===== src/rtl/wb2axi4l_bridge_if.sv =====
// wb2axi4l_bridge_if: Wishbone classic slave bus and AXI4-Lite master bus bundles
// used by the bridge; signal names follow the Wishbone/AXI pin names.
interface wb_if #(parameter int ADDR_WIDTH = 32);
    logic [ADDR_WIDTH-1:0] wb_adr_i;
    logic [31:0]           wb_dat_i;
    logic [3:0]            wb_sel_i;
    logic                  wb_we_i;
    logic                  wb_cyc_i;
    logic                  wb_stb_i;
    logic [31:0]           wb_dat_o;
    logic                  wb_ack_o;
    logic                  wb_err_o;
    modport master (
        output wb_adr_i, wb_dat_i, wb_sel_i, wb_we_i, wb_cyc_i, wb_stb_i,
        input  wb_dat_o, wb_ack_o, wb_err_o
    );
    modport slave (
        input  wb_adr_i, wb_dat_i, wb_sel_i, wb_we_i, wb_cyc_i, wb_stb_i,
        output wb_dat_o, wb_ack_o, wb_err_o
    );
endinterface

interface axil_if #(parameter int ADDR_WIDTH = 32);
    logic [ADDR_WIDTH-1:0] m_axi_awaddr;
    logic                  m_axi_awvalid;
    logic                  m_axi_awready;
    logic [31:0]           m_axi_wdata;
    logic [3:0]            m_axi_wstrb;
    logic                  m_axi_wvalid;
    logic                  m_axi_wready;
    logic [1:0]            m_axi_bresp;
    logic                  m_axi_bvalid;
    logic                  m_axi_bready;
    logic [ADDR_WIDTH-1:0] m_axi_araddr;
    logic                  m_axi_arvalid;
    logic                  m_axi_arready;
    logic [31:0]           m_axi_rdata;
    logic [1:0]            m_axi_rresp;
    logic                  m_axi_rvalid;
    logic                  m_axi_rready;
    modport master (
        output m_axi_awaddr, m_axi_awvalid, m_axi_wdata, m_axi_wstrb, m_axi_wvalid,
               m_axi_bready, m_axi_araddr, m_axi_arvalid, m_axi_rready,
        input  m_axi_awready, m_axi_wready, m_axi_bresp, m_axi_bvalid,
               m_axi_arready, m_axi_rdata, m_axi_rresp, m_axi_rvalid
    );
    modport slave (
        input  m_axi_awaddr, m_axi_awvalid, m_axi_wdata, m_axi_wstrb, m_axi_wvalid,
               m_axi_bready, m_axi_araddr, m_axi_arvalid, m_axi_rready,
        output m_axi_awready, m_axi_wready, m_axi_bresp, m_axi_bvalid,
               m_axi_arready, m_axi_rdata, m_axi_rresp, m_axi_rvalid
    );
endinterface


===== src/rtl/wb2axi4l_bridge.sv =====
// wb2axi4l_bridge: Wishbone classic slave to AXI4-Lite master, one transaction at a time,
// all outputs registered.
module wb2axi4l_bridge #(
    parameter int ADDR_WIDTH = 32
) (
    input logic    wb_clk_i,
    input logic    wb_rst_i,
    wb_if.slave    wb,
    axil_if.master axi
);
    typedef enum logic [2:0] {IDLE, WADDR, WRESP, RADDR, RRESP, DONE} state_t;
    state_t state, state_n;
    logic [ADDR_WIDTH-1:0] adr, adr_n;
    logic [31:0] wdata, wdata_n, rdat, rdat_n;
    logic [3:0] sel, sel_n;
    logic awv, awv_n, wv, wv_n, arv, arv_n;
    logic brdy, brdy_n, rrdy, rrdy_n;
    logic ack, ack_n, err, err_n, drop, drop_n;
    always_ff @(posedge wb_clk_i) begin
        if (wb_rst_i) begin
            state <= IDLE;
            adr   <= '0;
            wdata <= '0;
            sel   <= '0;
            rdat  <= '0;
            awv   <= 1'b0;
            wv    <= 1'b0;
            arv   <= 1'b0;
            brdy  <= 1'b0;
            rrdy  <= 1'b0;
            ack   <= 1'b0;
            err   <= 1'b0;
            drop  <= 1'b0;
        end else begin
            state <= state_n;
            adr   <= adr_n;
            wdata <= wdata_n;
            sel   <= sel_n;
            rdat  <= rdat_n;
            awv   <= awv_n;
            wv    <= wv_n;
            arv   <= arv_n;
            brdy  <= brdy_n;
            rrdy  <= rrdy_n;
            ack   <= ack_n;
            err   <= err_n;
            drop  <= drop_n;
        end
    end
    // drop remembers that the master abandoned the cycle, so the response is swallowed
    always_comb begin
        state_n = state;
        adr_n   = adr;
        wdata_n = wdata;
        sel_n   = sel;
        rdat_n  = rdat;
        awv_n   = awv;
        wv_n    = wv;
        arv_n   = arv;
        ack_n   = 1'b0;
        err_n   = 1'b0;
        drop_n  = drop | ~wb.wb_cyc_i;
        case (state)
            IDLE: begin
                drop_n = 1'b0;
                if (wb.wb_cyc_i && wb.wb_stb_i) begin
                    adr_n   = wb.wb_adr_i;
                    wdata_n = wb.wb_dat_i;
                    sel_n   = wb.wb_sel_i;
                    awv_n   = wb.wb_we_i;
                    wv_n    = wb.wb_we_i;
                    arv_n   = ~wb.wb_we_i;
                    state_n = wb.wb_we_i ? WADDR : RADDR;
                end
            end
            WADDR: begin
                awv_n   = awv & ~axi.m_axi_awready;
                wv_n    = wv & ~axi.m_axi_wready;
                state_n = (awv_n | wv_n) ? WADDR : WRESP;
            end
            WRESP: if (axi.m_axi_bvalid) begin
                state_n = DONE;
                ack_n   = ~drop_n & ~axi.m_axi_bresp[1];
                err_n   = ~drop_n & axi.m_axi_bresp[1];
            end
            RADDR: begin
                arv_n   = ~axi.m_axi_arready;
                state_n = arv_n ? RADDR : RRESP;
            end
            RRESP: if (axi.m_axi_rvalid) begin
                state_n = DONE;
                rdat_n  = axi.m_axi_rdata;
                ack_n   = ~drop_n & ~axi.m_axi_rresp[1];
                err_n   = ~drop_n & axi.m_axi_rresp[1];
            end
            default: state_n = IDLE;
        endcase
        brdy_n = state_n == WRESP;
        rrdy_n = state_n == RRESP;
    end
    assign axi.m_axi_awaddr  = adr;
    assign axi.m_axi_awvalid = awv;
    assign axi.m_axi_wdata   = wdata;
    assign axi.m_axi_wstrb   = sel;
    assign axi.m_axi_wvalid  = wv;
    assign axi.m_axi_bready  = brdy;
    assign axi.m_axi_araddr  = adr;
    assign axi.m_axi_arvalid = arv;
    assign axi.m_axi_rready  = rrdy;
    assign wb.wb_dat_o       = rdat;
    assign wb.wb_ack_o       = ack;
    assign wb.wb_err_o       = err;
endmodule

===== src/flat_wrapper.sv =====
// flat-port wrapper written by rule: the top's interface ports become plain ports
module wb2axi4l_bridge_flat 
#(
    parameter int ADDR_WIDTH = 32
)
  (wb_clk_i, wb_rst_i, wb_wb_adr_i, wb_wb_dat_i, wb_wb_sel_i, wb_wb_we_i, wb_wb_cyc_i, wb_wb_stb_i, wb_wb_dat_o, wb_wb_ack_o, wb_wb_err_o, axi_m_axi_awaddr, axi_m_axi_awvalid, axi_m_axi_wdata, axi_m_axi_wstrb, axi_m_axi_wvalid, axi_m_axi_bready, axi_m_axi_araddr, axi_m_axi_arvalid, axi_m_axi_rready, axi_m_axi_awready, axi_m_axi_wready, axi_m_axi_bresp, axi_m_axi_bvalid, axi_m_axi_arready, axi_m_axi_rdata, axi_m_axi_rresp, axi_m_axi_rvalid);
  wb_if #(.ADDR_WIDTH(ADDR_WIDTH)) wb_i ();
  axil_if #(.ADDR_WIDTH(ADDR_WIDTH)) axi_i ();
  input logic wb_clk_i;
  input logic wb_rst_i;
  input wire logic [$bits(wb_i.wb_adr_i)-1:0] wb_wb_adr_i;
  input wire logic [$bits(wb_i.wb_dat_i)-1:0] wb_wb_dat_i;
  input wire logic [$bits(wb_i.wb_sel_i)-1:0] wb_wb_sel_i;
  input wire logic [$bits(wb_i.wb_we_i)-1:0] wb_wb_we_i;
  input wire logic [$bits(wb_i.wb_cyc_i)-1:0] wb_wb_cyc_i;
  input wire logic [$bits(wb_i.wb_stb_i)-1:0] wb_wb_stb_i;
  output wire logic [$bits(wb_i.wb_dat_o)-1:0] wb_wb_dat_o;
  output wire logic [$bits(wb_i.wb_ack_o)-1:0] wb_wb_ack_o;
  output wire logic [$bits(wb_i.wb_err_o)-1:0] wb_wb_err_o;
  output wire logic [$bits(axi_i.m_axi_awaddr)-1:0] axi_m_axi_awaddr;
  output wire logic [$bits(axi_i.m_axi_awvalid)-1:0] axi_m_axi_awvalid;
  output wire logic [$bits(axi_i.m_axi_wdata)-1:0] axi_m_axi_wdata;
  output wire logic [$bits(axi_i.m_axi_wstrb)-1:0] axi_m_axi_wstrb;
  output wire logic [$bits(axi_i.m_axi_wvalid)-1:0] axi_m_axi_wvalid;
  output wire logic [$bits(axi_i.m_axi_bready)-1:0] axi_m_axi_bready;
  output wire logic [$bits(axi_i.m_axi_araddr)-1:0] axi_m_axi_araddr;
  output wire logic [$bits(axi_i.m_axi_arvalid)-1:0] axi_m_axi_arvalid;
  output wire logic [$bits(axi_i.m_axi_rready)-1:0] axi_m_axi_rready;
  input wire logic [$bits(axi_i.m_axi_awready)-1:0] axi_m_axi_awready;
  input wire logic [$bits(axi_i.m_axi_wready)-1:0] axi_m_axi_wready;
  input wire logic [$bits(axi_i.m_axi_bresp)-1:0] axi_m_axi_bresp;
  input wire logic [$bits(axi_i.m_axi_bvalid)-1:0] axi_m_axi_bvalid;
  input wire logic [$bits(axi_i.m_axi_arready)-1:0] axi_m_axi_arready;
  input wire logic [$bits(axi_i.m_axi_rdata)-1:0] axi_m_axi_rdata;
  input wire logic [$bits(axi_i.m_axi_rresp)-1:0] axi_m_axi_rresp;
  input wire logic [$bits(axi_i.m_axi_rvalid)-1:0] axi_m_axi_rvalid;
  assign wb_i.wb_adr_i = wb_wb_adr_i;
  assign wb_i.wb_dat_i = wb_wb_dat_i;
  assign wb_i.wb_sel_i = wb_wb_sel_i;
  assign wb_i.wb_we_i = wb_wb_we_i;
  assign wb_i.wb_cyc_i = wb_wb_cyc_i;
  assign wb_i.wb_stb_i = wb_wb_stb_i;
  assign wb_wb_dat_o = wb_i.wb_dat_o;
  assign wb_wb_ack_o = wb_i.wb_ack_o;
  assign wb_wb_err_o = wb_i.wb_err_o;
  assign axi_m_axi_awaddr = axi_i.m_axi_awaddr;
  assign axi_m_axi_awvalid = axi_i.m_axi_awvalid;
  assign axi_m_axi_wdata = axi_i.m_axi_wdata;
  assign axi_m_axi_wstrb = axi_i.m_axi_wstrb;
  assign axi_m_axi_wvalid = axi_i.m_axi_wvalid;
  assign axi_m_axi_bready = axi_i.m_axi_bready;
  assign axi_m_axi_araddr = axi_i.m_axi_araddr;
  assign axi_m_axi_arvalid = axi_i.m_axi_arvalid;
  assign axi_m_axi_rready = axi_i.m_axi_rready;
  assign axi_i.m_axi_awready = axi_m_axi_awready;
  assign axi_i.m_axi_wready = axi_m_axi_wready;
  assign axi_i.m_axi_bresp = axi_m_axi_bresp;
  assign axi_i.m_axi_bvalid = axi_m_axi_bvalid;
  assign axi_i.m_axi_arready = axi_m_axi_arready;
  assign axi_i.m_axi_rdata = axi_m_axi_rdata;
  assign axi_i.m_axi_rresp = axi_m_axi_rresp;
  assign axi_i.m_axi_rvalid = axi_m_axi_rvalid;
  wb2axi4l_bridge #(.ADDR_WIDTH(ADDR_WIDTH)) u_core (.wb_clk_i(wb_clk_i), .wb_rst_i(wb_rst_i), .wb(wb_i), .axi(axi_i));
endmodule

===== config.mk =====
export PLATFORM = sky130hd
export DESIGN_NAME = wb2axi4l_bridge_flat
export DESIGN_NICKNAME = d
export VERILOG_FILES = /design/src/rtl/wb2axi4l_bridge_if.sv /design/src/rtl/wb2axi4l_bridge.sv /design/src/flat_wrapper.sv
export SDC_FILE = /design/constraint.sdc
export NUM_CORES = 1
export LEC_CHECK = 0
export CORE_MARGIN = 3
export CORE_UTILIZATION = 42
export CTS_BUF_LIST = sky130_fd_sc_hd__clkbuf_4
export DETAILED_ROUTE_END_ITERATION = 10
export PLACE_DENSITY = 0.86
export SLEW_MARGIN = 20
export SYNTH_ARGS = -nofsm -noshare
export SYNTH_HDL_FRONTEND = slang
export SYNTH_SLANG_ARGS = --single-unit

===== constraint.sdc =====
create_clock -name wb_clk_i -period 3.5 [get_ports wb_clk_i]
set_clock_uncertainty 0.2 [all_clocks]
set_input_delay 0.35 -clock wb_clk_i [delete_from_list [all_inputs] [get_ports wb_clk_i]]
set_output_delay 0.35 -clock wb_clk_i [all_outputs]
set_load 0.1 [all_outputs]

==> Word-level counts from Yosys, hierarchy flattened <==
Index checks and enable logic that the tools add are counted.
W data, S select, Z words.
{ "op_classes": {"eq_ne": 7, "mux": 18, "bitwise_logic": 16, "reduce_logical": 9} }
{ "op_table": {"columns": ["operator", "n"], "rows": [
  ["$pmux W3 S5", 1],
  ["$mux W3", 4],
  ["$pmux W1 S2", 5],
  ["$eq A3 B2 Y1 const B", 3],
  ["$not A1 Y1", 8],
  ["$reduce_and A2 Y1", 4],
  ["$and A1 B1 Y1", 6],
  ["$eq A3 B3 Y1 const B", 2],
  ["$mux W1", 6],
  ["$mux W2", 2],
  ["$reduce_bool A2 Y1", 2],
  ["$eq A3 B1 Y1 const B", 1],
  ["$logic_not A3 Y1", 1],
  ["$ne A2 B1 Y1 const B", 1],
  ["$or A1 B1 Y1", 2],
  ["$reduce_or A2 Y1", 1],
  ["$logic_and A1 B1 Y1", 1]
]} }
{ "totals": {"regBits": 111, "inputBits": 114, "output_inout_bits": 139, "wordCells": 63} }

==> Logic depth before layout (Yosys ltp) <==
{ "depth": {"ltp_word": 6, "ltp_mapped": 7, "ltp_nobuf": 4} }

==> Worst setup path after synthesis <==
OpenSTA, ideal clock, no wires.
{ "synth_timing": {"path_kind": "reg-to-output", "start": "register u_core.adr[0] (netlist: u_core.axi.m_axi_araddr[0])", "end": "output port axi_m_axi_awaddr[0]", "t_arrival_ns": 1.373, "required_ns": 2.950, "slack_ns": 1.577, "stages_incl_launch_ff": 2, "n_path_buf": 1, "cell_sequence": "dfxtp_1 buf_4"} }
{ "synth_rtl": {"columns": ["element", "line_no", "source"], "rows": [
  ["start, declared", "wb2axi4l_bridge.sv:13", "logic [ADDR_WIDTH-1:0] adr, adr_n;"],
  ["start signal, assigned", "wb2axi4l_bridge.sv:36", "adr <= adr_n;"],
  ["end, declared", "flat_wrapper.sv:20", "output wire logic [$bits(axi_i.m_axi_awaddr)-1:0] axi_m_axi_awaddr;"]
]} }
No word-level cell between the ends.

==> Worst setup path after layout <==
{ "layout_timing": {"start": "register u_core.adr[21] (netlist: u_core.axi.m_axi_araddr[21])", "end": "output port axi_m_axi_awaddr[21]"} }
No word-level cell between the ends.

==> summary.md <==
| Metric | Value |
|---|---|
| DR vias/cell | `4.820` |
| # hold bufs at CTS | `0` |
| Root buffer cell | `clkbuf_4` |
| Worst-path fanout max | `3` |
| First-pass GRT wire length | `19730 um` |
| Final period utilization | `0.7286` |
| Clock sinks | `111` |
| Min Clock Period, post-route | `2550 ps` |
| Final Cell Area | `0.006679 sq mm` |
| Post-Syn Area per Cell | `8.007 sq um` |
| Slowest-stage cell, CP | `clkdlybuf4s50_1` |
| GP Congestion | `0.7248` |
| Clock power share | `0.213` |
| Combinational share of power | `0.344` |
| TNS Setup | `0 ps` |
| Maximum vdd drop | `0.0002366 V` |
| Share of layout cells above drive strength 1 | `0.03673` |
| Max clock buf depth | `2` |
| Pwr Density | `464.3 mW/mm^2` |
| Sequential area share after synthesis | `0.5207` |
| Crit path max-delay family | `buffers and inverters` |
| DRT antenna net count | `0` |
| Final layout net count | `844` |
| Fill count | `800` |
| Worst setup SP type | `flop` |
| Crit Path Category | `flop to output pin` |
| Worst EP arrival | `2000 ps` |
| Sequential power share | `0.443` |
| # IOs | `253` |
| Area of placed instances | `0.006531 sq mm` |
| H-tree levels | `3` |
| Cell Chain, Critical Path | `clkdlybuf4s50_1` |
| Max-cap violation count | `0` |
| Setup crit end kind | `output pin` |
| Post-DR wirelength/cell | `14.41 um` |
| Mapped Area | `0.004268 sq mm` |
| CTS tree | `done` |
| Congestion Overflow GR | `0` |
| Core area | `0.009819 sq mm` |
| Area delta synth->final | `56.49%` |
| Input/output buffers | `250` |
| Die Ht | `106.8 um` |
| Achievable clock frequency | `0.3921 GHz` |
| Final WL | `12510 um` |
| Die Footprint | `0.01141 sq mm` |
| CP peak stage delay | `1150 ps` |
| Vias in the first global route | `4119` |
| Status | `complete, no violations` |
| RSZ-0062 raised after global routing | `no` |
| Mapped Cells | `533` |
| Worst skew pair latency | `420 ps` |
| CTS Buf Count | `9` |
| Final hold violation count | `0` |
| Hold crit path type | `input port to flop` |
| Pint | `0.001858 W` |
| Layout Utilization | `0.6802` |
| Slew headroom | `0.3125` |
| Largest net degree at the start of global routing | `80` |
| Worst path required time | `2950 ps` |
| Setup ws final | `949.8 ps` |
| Drt drc | `0` |
| Net Sw Power | `0.001243 W` |
| Placed insts | `852` |
| Fin. max-slew vios | `0` |
| DR vias | `4184` |
| #FFs+latches synth | `111` |
| Pre-CTS WS | `1017 ps` |
| Final Setup Violations | `0` |
| Leakage | `2.312 nW` |
| Post-Syn Nets | `647` |
| Library cells used by synthesis | `34` |
| Initial antenna violation count | `0` |
| CTS clk-pin slew, worst paths | `180 ps` |
| Resize count post-CTS | `0` |
| Tot GR Track Use | `0.2103` |
| Ys Warns | `0` |
| First-pass iteration count of the detailed router | `6` |
| Initial Utilization | `0.4346` |
| DR iter-0 viols | `197` |
| FF/Latch Area | `0.002222 sq mm` |
| Die width | `106.8 um` |
| Worst slew pin tran | `1028 ps` |
| DP HPWL | `9372 um` |
| Switch share | `0.4007` |
| Non-Filler Instances | `868` |
| Worst path bufs/invs | `1` |
| Setup bufs post-CTS | `0` |
| Area of the multi-input gates | `0.001569 sq mm` |
| Commonest non-fill, non-tap cell in the layout | `clkdlybuf4s50_1` |
| Antenna diodes | `0` |
| Row cnt | `36` |
| Commonest non-fill, non-tap cells in the layout | `clkdlybuf4s50_1, nand2_1, dfxtp_1` |
## cells in the mapped netlist, drive strengths merged
cell,instances,area share
nand2b,1,0.0015
a221o,1,0.0023
nor2,8,0.0076
nand4bb,1,0.0026
inv,3,0.0026
nand3b,1,0.0018
or3b,1,0.0021
or2,1,0.0015
a311oi,1,0.0021
nor3b,1,0.0018
nand2,209,0.18
a211oi,1,0.0018
a21oi,102,0.12
and3,2,0.0029
nand3,3,0.0047
a22oi,1,0.0018
nor3,2,0.0050
dfxtp,111,0.52
and2,3,0.0044
o21ai,1,0.0012
a2111oi,1,0.0035
clkbuf,19,0.017
buf,50,0.093
a2bb2oi,1,0.0021
nor2b,3,0.0044
o32ai,1,0.0021
o22ai,3,0.0044
xor2,1,0.0021
## layout make-up
class / instances / share of cell area
timing repair buffer: 255 / 0.3837
sequential: 111 / 0.3327
multi-input combinational: 350 / 0.2349
tap: 133 / 0.02492
clock inverter: 7 / 0.01199
clock buffer: 9 / 0.01012
inverter: 3 / 0.001686
## worst paths after layout
path,cells past startpoint,end,startpoint,slack [ps]
hold / removal,3,u_core.axi.m_axi_wdata[13]$_SDFFE_PP0P_,wb_wb_dat_i[13],230
setup reg to reg,5,u_core.axi.m_axi_awvalid$_SDFFE_PP0P_,u_core.state[2]$_SDFF_PP0_,1220
setup / recovery,1,axi_m_axi_awaddr[21],u_core.axi.m_axi_araddr[21]$_SDFFE_PP0P_,950
hold reg to reg,2,u_core.axi.m_axi_wdata[25]$_SDFFE_PP0P_,u_core.axi.m_axi_wdata[25]$_SDFFE_PP0P_,270
## metrics by stage
| step | total power (W) | hold slack [ps] |
|---|---|---|
| 3_3_place_gp | 0.002453 | 241.4 |
| 5_1_grt | 0.003211 | 221.5 |
| 2_1_floorplan | 0.002190 | 267.2 |
| 4_1_cts | 0.003129 | 200.0 |
| 6_report | 0.003101 | 227.6 |
| 3_5_place_dp | 0.002471 | 245.3 |
## registers in the layout, summed over array words and instances, names as in the netlist
name / cells
u_core.axi.m_axi_araddr: 32
u_core.axi.m_axi_wdata: 32
u_core.wb.wb_dat_o: 32
u_core.axi.m_axi_wstrb: 4
u_core.state: 3
u_core.axi.m_axi_arvalid: 1
u_core.axi.m_axi_awvalid: 1
u_core.axi.m_axi_bready: 1
u_core.axi.m_axi_rready: 1
u_core.axi.m_axi_wvalid: 1
u_core.drop: 1
u_core.wb.wb_ack_o: 1
u_core.wb.wb_err_o: 1
## power groups by stage
stage          Combinational [W]  Sequential, W  Clock (W)
6_report                 0.00107        0.00137   0.000660
4_1_cts                  0.00107        0.00137   0.000683
3_5_place_dp             0.00107        0.00140          0
5_1_grt                  0.00111        0.00138   0.000717
3_3_place_gp             0.00106        0.00140          0
2_1_floorplan           0.000382        0.00181          0
## logic make-up after synthesis
group | after synthesis | share of synthesized area
buffers and inverters | 72 | 0.1120
flip-flops | 111 | 0.5207
AO/OA/AOI/OAI | 113 | 0.1407
XOR/XNOR | 1 | 0.002053
AND/OR/NAND/NOR | 236 | 0.2246
## metal layers
layer  vias to the layer above  routed length (um)  track usage  share of wire
met5                         -                   0            0              0
met4                         0                 284      0.07306          0.023
met3                        22                1139      0.05900          0.091
met2                       185                6259       0.3822           0.50
met1                      1906                4826       0.2344           0.39
li1                       2071                   -            -              -
No activity file was read; power rests on OpenSTA's default activity.
